**src/rtl/display_scan_ctrl_if.sv**
```systemverilog
// display_scan_ctrl_if: valid/ready pattern-write channel from upstream logic into the scan controller.
interface display_scan_ctrl_if;
    logic        wr_valid;
    logic        wr_ready;
    logic [31:0] wr_data;
    modport master (output wr_valid, output wr_data, input wr_ready);
    modport slave  (input wr_valid, input wr_data, output wr_ready);
endinterface

```
**src/rtl/display_scan_ctrl.sv**
```systemverilog
// display_scan_ctrl: four-digit seven-segment scan with per-slot blanking and a
// double-buffered pattern that only swaps in at a frame boundary.
module display_scan_ctrl #(
    parameter int TICK_DIV     = 50000,
    parameter int BLANK_CYCLES = 500
) (
    input  logic                clk,
    input  logic                rst_n,
    display_scan_ctrl_if.slave  wr,
    input  logic [3:0]          digit_en,
    output logic [3:0]          anode,
    output logic [7:0]          ledx,
    output logic                frame_start
);
    localparam int CW = $clog2(TICK_DIV);
    localparam logic [CW-1:0] LAST      = CW'(TICK_DIV - 1);
    localparam logic [CW-1:0] BLANK_END = CW'(BLANK_CYCLES);

    typedef enum logic {BLANK, DRIVE} phase_t;

    phase_t        phase_q, phase_d;
    logic [CW-1:0] cnt_q, cnt_d;
    logic [1:0]    dig_q, dig_d;
    logic [31:0]   shadow_q, shadow_d, active_q, active_d;
    logic          pending_q, pending_d;
    logic          run_q, wrap, swap, xfer, drive;
    logic [3:0]    anode_q, anode_d;
    logic [7:0]    ledx_q, ledx_d;
    logic          wr_ready_q, frame_start_q;

    // run_q holds the counter at 0 for the first cycle after reset so cycle 0 is cnt=0.
    always_comb begin
        wrap      = run_q && cnt_q == LAST;
        swap      = wrap && dig_q == 2'd3 && pending_q;
        xfer      = wr.wr_valid && wr_ready_q;
        cnt_d     = (!run_q || wrap) ? '0 : cnt_q + 1'b1;
        dig_d     = wrap ? dig_q + 2'd1 : dig_q;
        phase_d   = wrap ? BLANK : (cnt_d == BLANK_END ? DRIVE : phase_q);
        shadow_d  = xfer ? wr.wr_data : shadow_q;
        active_d  = swap ? shadow_q : active_q;
        pending_d = xfer || (pending_q && !swap);
        drive     = phase_d == DRIVE && digit_en[dig_d];
        anode_d   = drive ? ~(4'b0001 << dig_d) : 4'hF;
        ledx_d    = drive ? active_d[{dig_d, 3'b000} +: 8] : 8'hFF;
    end

    always_ff @(posedge clk) begin
        if (!rst_n) begin
            phase_q       <= BLANK;
            cnt_q         <= '0;
            dig_q         <= 2'd0;
            shadow_q      <= 32'hFFFF_FFFF;
            active_q      <= 32'hFFFF_FFFF;
            pending_q     <= 1'b0;
            run_q         <= 1'b0;
            anode_q       <= 4'hF;
            ledx_q        <= 8'hFF;
            wr_ready_q    <= 1'b0;
            frame_start_q <= 1'b0;
        end else begin
            phase_q       <= phase_d;
            cnt_q         <= cnt_d;
            dig_q         <= dig_d;
            shadow_q      <= shadow_d;
            active_q      <= active_d;
            pending_q     <= pending_d;
            run_q         <= 1'b1;
            anode_q       <= anode_d;
            ledx_q        <= ledx_d;
            wr_ready_q    <= run_q && !pending_d;
            frame_start_q <= cnt_d == '0 && dig_d == 2'd0;
        end
    end

    assign wr.wr_ready  = wr_ready_q;
    assign anode        = anode_q;
    assign ledx         = ledx_q;
    assign frame_start  = frame_start_q;
endmodule

```
**src/flat_wrapper.sv**
```systemverilog
// flat-port wrapper written by rule: the top's interface ports become plain ports
module display_scan_ctrl_flat 
#(
    parameter int TICK_DIV     = 50000,
    parameter int BLANK_CYCLES = 500
)
  (clk, rst_n, digit_en, anode, ledx, frame_start, wr_wr_valid, wr_wr_data, wr_wr_ready);
  display_scan_ctrl_if wr_i ();
  input  logic clk;
  input  logic rst_n;
  input  logic [3:0] digit_en;
  output logic [3:0] anode;
  output logic [7:0] ledx;
  output logic frame_start;
  input wire logic [$bits(wr_i.wr_valid)-1:0] wr_wr_valid;
  input wire logic [$bits(wr_i.wr_data)-1:0] wr_wr_data;
  output wire logic [$bits(wr_i.wr_ready)-1:0] wr_wr_ready;
  assign wr_i.wr_valid = wr_wr_valid;
  assign wr_i.wr_data = wr_wr_data;
  assign wr_wr_ready = wr_i.wr_ready;
  display_scan_ctrl #(.TICK_DIV(TICK_DIV), .BLANK_CYCLES(BLANK_CYCLES)) u_core (.clk(clk), .rst_n(rst_n), .wr(wr_i), .digit_en(digit_en), .anode(anode), .ledx(ledx), .frame_start(frame_start));
endmodule
```
**config.mk**
```make
export PLATFORM = sky130hd
export DESIGN_NAME = display_scan_ctrl_flat
export DESIGN_NICKNAME = d
export VERILOG_FILES = /design/src/rtl/display_scan_ctrl_if.sv /design/src/rtl/display_scan_ctrl.sv /design/src/flat_wrapper.sv
export SDC_FILE = /design/constraint.sdc
export NUM_CORES = 1
export LEC_CHECK = 0
export CORE_MARGIN = 2
export CORE_UTILIZATION = 50
export CTS_CLUSTER_SIZE = 24
export DETAILED_ROUTE_END_ITERATION = 7
export DONT_BUFFER_PORTS = 1
export GPL_TIMING_DRIVEN = 0
export SLEW_MARGIN = 20
export SYNTH_ARGS = -nofsm -noshare
export SYNTH_HDL_FRONTEND = slang
export SYNTH_SLANG_ARGS = --single-unit
```
**constraint.sdc**
```tcl
create_clock -name clk -period 5.1 [get_ports clk]
set_input_delay 0 -clock clk [delete_from_list [all_inputs] [get_ports clk]]
set_output_delay 0 -clock clk [all_outputs]
set_load 0.05 [all_outputs]
```
# Word level (Yosys, flattened, before mapping)
# Index checks and enable logic that the tools add are counted.
# word_totals
inputBits,39
elab_cells,44
regBits,99
# classes
mux,8
n_bitwise,1
magnitude_cmp,1
addsub,2
reduce_logical,16
eq_ne,3
shifts,2
# ops
op,count
32-bit two-way mux,1
32-bit by 6-bit indexed part select with 8-bit output,1
"16-bit by 1-bit adder with 16-bit output, second input constant",1
"16-bit equality test, second input constant",1
"16-bit by 9-bit equality test with 1-bit output, second input constant",1
16-bit zero test,1
16-bit two-way mux,1
1-bit logical AND,8
1-bit two-way mux,4
4-bit NOT,1
"1-bit by 2-bit << shifter with 4-bit output, first input constant",1
1-bit zero test,3
"2-bit by 3-bit < comparator with 1-bit output, second input constant",1
"2-bit by 1-bit adder with 2-bit output, second input constant",1
1-bit binary-select mux with 2-bit select,1
"2-bit equality test, second input constant",1
2-bit zero test,1
1-bit logical OR,2
2-bit two-way mux,1
2-bit AND reduction,1

# Logic depth before layout (Yosys ltp)
# depth
depth_word,9
mapped_depth,9
depth_no_buf,7

# Worst setup path before layout
# Ideal clock, no wire load.
# synth_timing
path_type,register -> register
startpoint,register u_core.cnt_q[1]
endpoint,register u_core.ledx_q[0] (netlist: u_core.ledx[0])
required_ns,4.959
stages_incl_launch_ff,10
synth_period_minus_slack_ns,2.319
arrival_ns,2.178
setup_time_ns,0.141
setup_slack_ns,2.781
cell_sequence,dfxtp_1 ha_1 buf_2 nand4_4 nand4b_4 nor4_4 buf_6 mux2i_1 o22a_1 nand4_1
# synth_between
elab_chain_cells,9
word_cells_on_any_way,17
# synth_rtl
item,line_no,source
from (decl),display_scan_ctrl.sv:22,"logic [CW-1:0] cnt_q, cnt_d;"
from (signal assigned),display_scan_ctrl.sv:62,cnt_q <= cnt_d;
branches (longest 9 deep; another with 16-bit by 1-bit adder with 16-bit output),-,
to (signal assigned),display_scan_ctrl.sv:69,ledx_q <= ledx_d;
to (decl),display_scan_ctrl.sv:28,"logic [7:0] ledx_q, ledx_d;"
# Parallel ways; which one is timed is not known. The select of a mux whose other input is x is not followed.
# A chain may end at the register's enable or synchronous reset.

# Worst setup path in the final report
# layout_timing
startpoint,register u_core.cnt_q[1]
endpoint,register u_core.ledx_q[6] (netlist: u_core.ledx[6])
# Same word-level chain as after synthesis.

==> results by group <==
STA
  – Hold Vio Cnt, Final: 0
  – Setup ws final: 2.12 ns
  – Achievable Freq: 335 MHz
  – Slew Limit Fails: 0
  – Slew HR: 63.9%
  – Setup violators final: 0
  – Worst-margin pin slew: 0.538 ns
  – Hold WS: 0.0102 ns
  – Worst Skew: 0.00914 ns
  – RSZ-0062 raised after global routing: false
  – Setup TNS Final: 0 ns
  – Final Cycle Share: 58.5%
  – Final min period: 2.98 ns

Finish
  – Syn-to-layout area delta: 15.0%
  – Fill cells: 765
  – Design area: 4960 sq um
  – Antenna cells: 0
  – Layout cells sized above 1: 10.2%
  – # nets final: 546

Global route
  – Total track usage: 20.8%
  – First-pass GRT wire length: 15700 um
  – Remaining Overflow, GRT: 0
  – Largest net degree at the start of global routing: 19
  – Vias in the first global route: 3060
  – Initial antenna violation count: 0

Critical path
  – Crit path kind: reg2reg
  – Worst path max stage delay: 0.49 ns
  – Worst EP arrival: 3.19 ns
  – Reg2reg end: u_core.ledx[6]$_SDFF_PN1_
  – Critical path launch point: u_core.cnt_q[1]$_SDFF_PN0_
  – Critical path's slowest cell: dfxtp_1
  – Reg-to-reg startpoint: u_core.cnt_q[1]$_SDFF_PN0_
  – Crit Path Max Fanout: 10
  – Startpoint types: flip-flop
  – Worst R2R Setup Slack: 2.12 ns
  – CP Cell Sequence: ha_1 -> buf_2 -> nand4_4 -> nand4b_4 -> nor4_4 -> buf_6 -> mux2i_1 -> o22a_1 -> nand4_1
  – End of the critical path: u_core.ledx[6]$_SDFF_PN1_
  – Setup crit end kind: flip-flop
  – CP required: 5.31 ns
  – FF-to-FF path depth: 9

Drt
  – Vias: 3346
  – DRC: 0
  – Routed WL: 9810 um
  – Pre-antenna DRT Iters: 4
  – Via density: 5.44
  – Detail Route Antenna Nets: 0
  – Avg WL per Cell: 16.0 um
  – Detailed Route Iter0 Violations: 156

Placement
  – Port Buffers: 0
  – Area post-placement: 4440 sq um
  – Detail Placement HPWL: 6860 um
  – GPL Wtd Cong: 0.843
  – Pre-CTS WS: 2.17 ns

CTS
  – Clock Latency Late Sink: 0.36 ns
  – # hold bufs at CTS: 33
  – Register clock-pin slew on the reported worst setup and hold paths: 0.10 ns
  – Setup Buffers After CTS: 0
  – Post-cts resize count: 0
  – Clock sinks: 99
  – CTS tree: done
  – Clock tree buffer depth: 2
  – CTS H-tree lvls: 3
  – Clock root cell: clkbuf_8
  – Num CTS Buffers: 9

Synth
  – Yosys reg bits: 99
  – Syn_nets: 502
  – Main synth FF type: dfxtp_1
  – Post-synth EDFFs: 0
  – Syn Area/Cell: 9.35 sq um
  – Top cells by count, synth: 102 x nand2_1, 99 x dfxtp_1, 39 x nand3_1
  – Synthesized area: 4310 sq um
  – Gate Count Post-Synth: 461
  – Sequential share of the synthesized area: 46.0%
  – Post-synth top area share: 46.0%
  – Yosys Warn Count: 0
  – Cell accounting for the most synthesized area: dfxtp_1
  – Most frequent cell after synthesis: nand2_1
  – Synth unique cells: 54
  – FFs w/ async S/R, synth: 0%
  – Synth area leaders: dfxtp_1 46%, nand2_1 8.9%, mux2i_1 7.7%

Floorplan
  – DIE HEIGHT: 96.9 um
  – I/O pin total: 53
  – Die Width: 96.9 um
  – Initial Utilization: 52.0%
  – DIE AREA: 9380 sq um
  – # rows: 33
  – Core ar.: 8300 sq um

Power and ir drop
  – Total Power: 1.35 mW
  – VDD IR max: 0.000154 V
  – Power density cells: 273 nW/um^2
  – P_leak: 1.85 nW

Min path
  – Worst min path class: in2reg

Status
  – Status: finished, final reports clean

Flow run
  – MaxCap Viol Count: 0
-- kinds of logic (layout without fill, tap and decap cells) --
| family | Yosys count | after routing | share of synthesized area [%] |
|---|---|---|---|
| adder cells (fa/ha/maj) | 2 | 2 | 0.580 |
| multiplexers | 36 | 36 | 8.88 |
| XOR/XNOR | 21 | 21 | 4.27 |
| AO/OA/AOI/OAI | 41 | 41 | 8.21 |
| AND/OR/NAND/NOR | 221 | 221 | 27.1 |
| buffers and inverters | 41 | 90 | 4.96 |
| flip-flops | 99 | 99 | 46.0 |
-- placed cells by master, fill, tap and decap left out, drive strengths merged, types with 3 or more instances in the layout --
| cell type | n |
|---|---|
| xnor2 | 12 |
| xor2 | 9 |
| inv | 10 |
| o21ai | 3 |
| dlygate4sd3 | 33 |
| nand2 | 103 |
| nor3b | 3 |
| dfxtp | 99 |
| clkinv | 4 |
| nor2 | 25 |
| nand3b | 4 |
| and3 | 4 |
| clkbuf | 25 |
| nand4 | 14 |
| mux2i | 33 |
| a31oi | 7 |
| o22a | 16 |
| nand3 | 41 |
| buf | 17 |
| nor4 | 10 |
| and2 | 3 |
-- report_power, final --
part | total [mW] | internal (mW) | switching, mW | leakage [nW]
Clock | 0.476 | 0.186 | 0.290 | 0.0932
Combinational | 0.0738 | 0.0337 | 0.0401 | 0.950
Sequential | 0.803 | 0.789 | 0.0141 | 0.806
Total | 1.35 | 1.01 | 0.344 | 1.85
-- state kept, by name (all words and copies together), names as in the netlist --
register	count
u_core.ledx	8
u_core.frame_start	1
u_core.dig_q	2
u_core.anode	4
u_core.active_q	32
u_core.shadow_q	32
u_core.run_q	1
u_core.wr.wr_ready	1
u_core.phase_q	1
u_core.pending_q	1
u_core.cnt_q	16
-- final cells by class --
type	instances	area [sq um]	share of cell area (%)
multi-input cells	321	2120	42.7
flip-flops and latches	99	1980	40.0
repair buffers	33	330	6.66
plain buffers	33	184	3.71
well taps	105	131	2.65
clock buffers	9	124	2.50
clock inverters	7	61.3	1.24
inverters	8	30.0	0.606
-- metrics by stage --
| step | instances | utilization (%) |
|---|---|---|
| 3_3_place_gp | 566 | 53.5 |
| 5_1_grt | 615 | 59.7 |
| 2_1_floorplan | 461 | - |
| 3_5_place_dp | 566 | 53.5 |
| 6_report | 615 | 59.7 |
| 4_1_cts | 615 | 59.7 |
-- worst min-delay path by stage --
stage / cells after the start / to / slack [ns] / start
CTS: 2 / u_core.anode[3]$_SDFF_PN1_ / 0.0005 / digit_en[0]
floorplan: 0 / u_core.run_q$_DFF_P_ / 0.03 / rst_n
finish: 2 / u_core.anode[3]$_SDFF_PN1_ / 0.01 / digit_en[0]
global placement: 0 / u_core.run_q$_DFF_P_ / 0.03 / rst_n
detailed placement: 0 / u_core.run_q$_DFF_P_ / 0.03 / rst_n
global route: 2 / u_core.anode[3]$_SDFF_PN1_ / 0.006 / digit_en[0]
-- metal layers --
| layer | GRT usage, % | part of all wire, % |
|---|---|---|
| met1 | 30.8 | 51 |
| met2 | 30.9 | 43 |
| met3 | 5.06 | 4.9 |
| met4 | 3.90 | 0.38 |
| met5 | 0 | 0 |
-- critical path: cells and delay by family (launching register included) --
kind,cells,cell delay (ns)
AND/OR/NAND/NOR,4,1.09
flip-flops,1,0.49
buffers and inverters,2,0.49
multiplexers,1,0.37
adder cells (fa/ha/maj),1,0.20
AO/OA/AOI/OAI,1,0.17
Power figures use the tool's default switching activity.
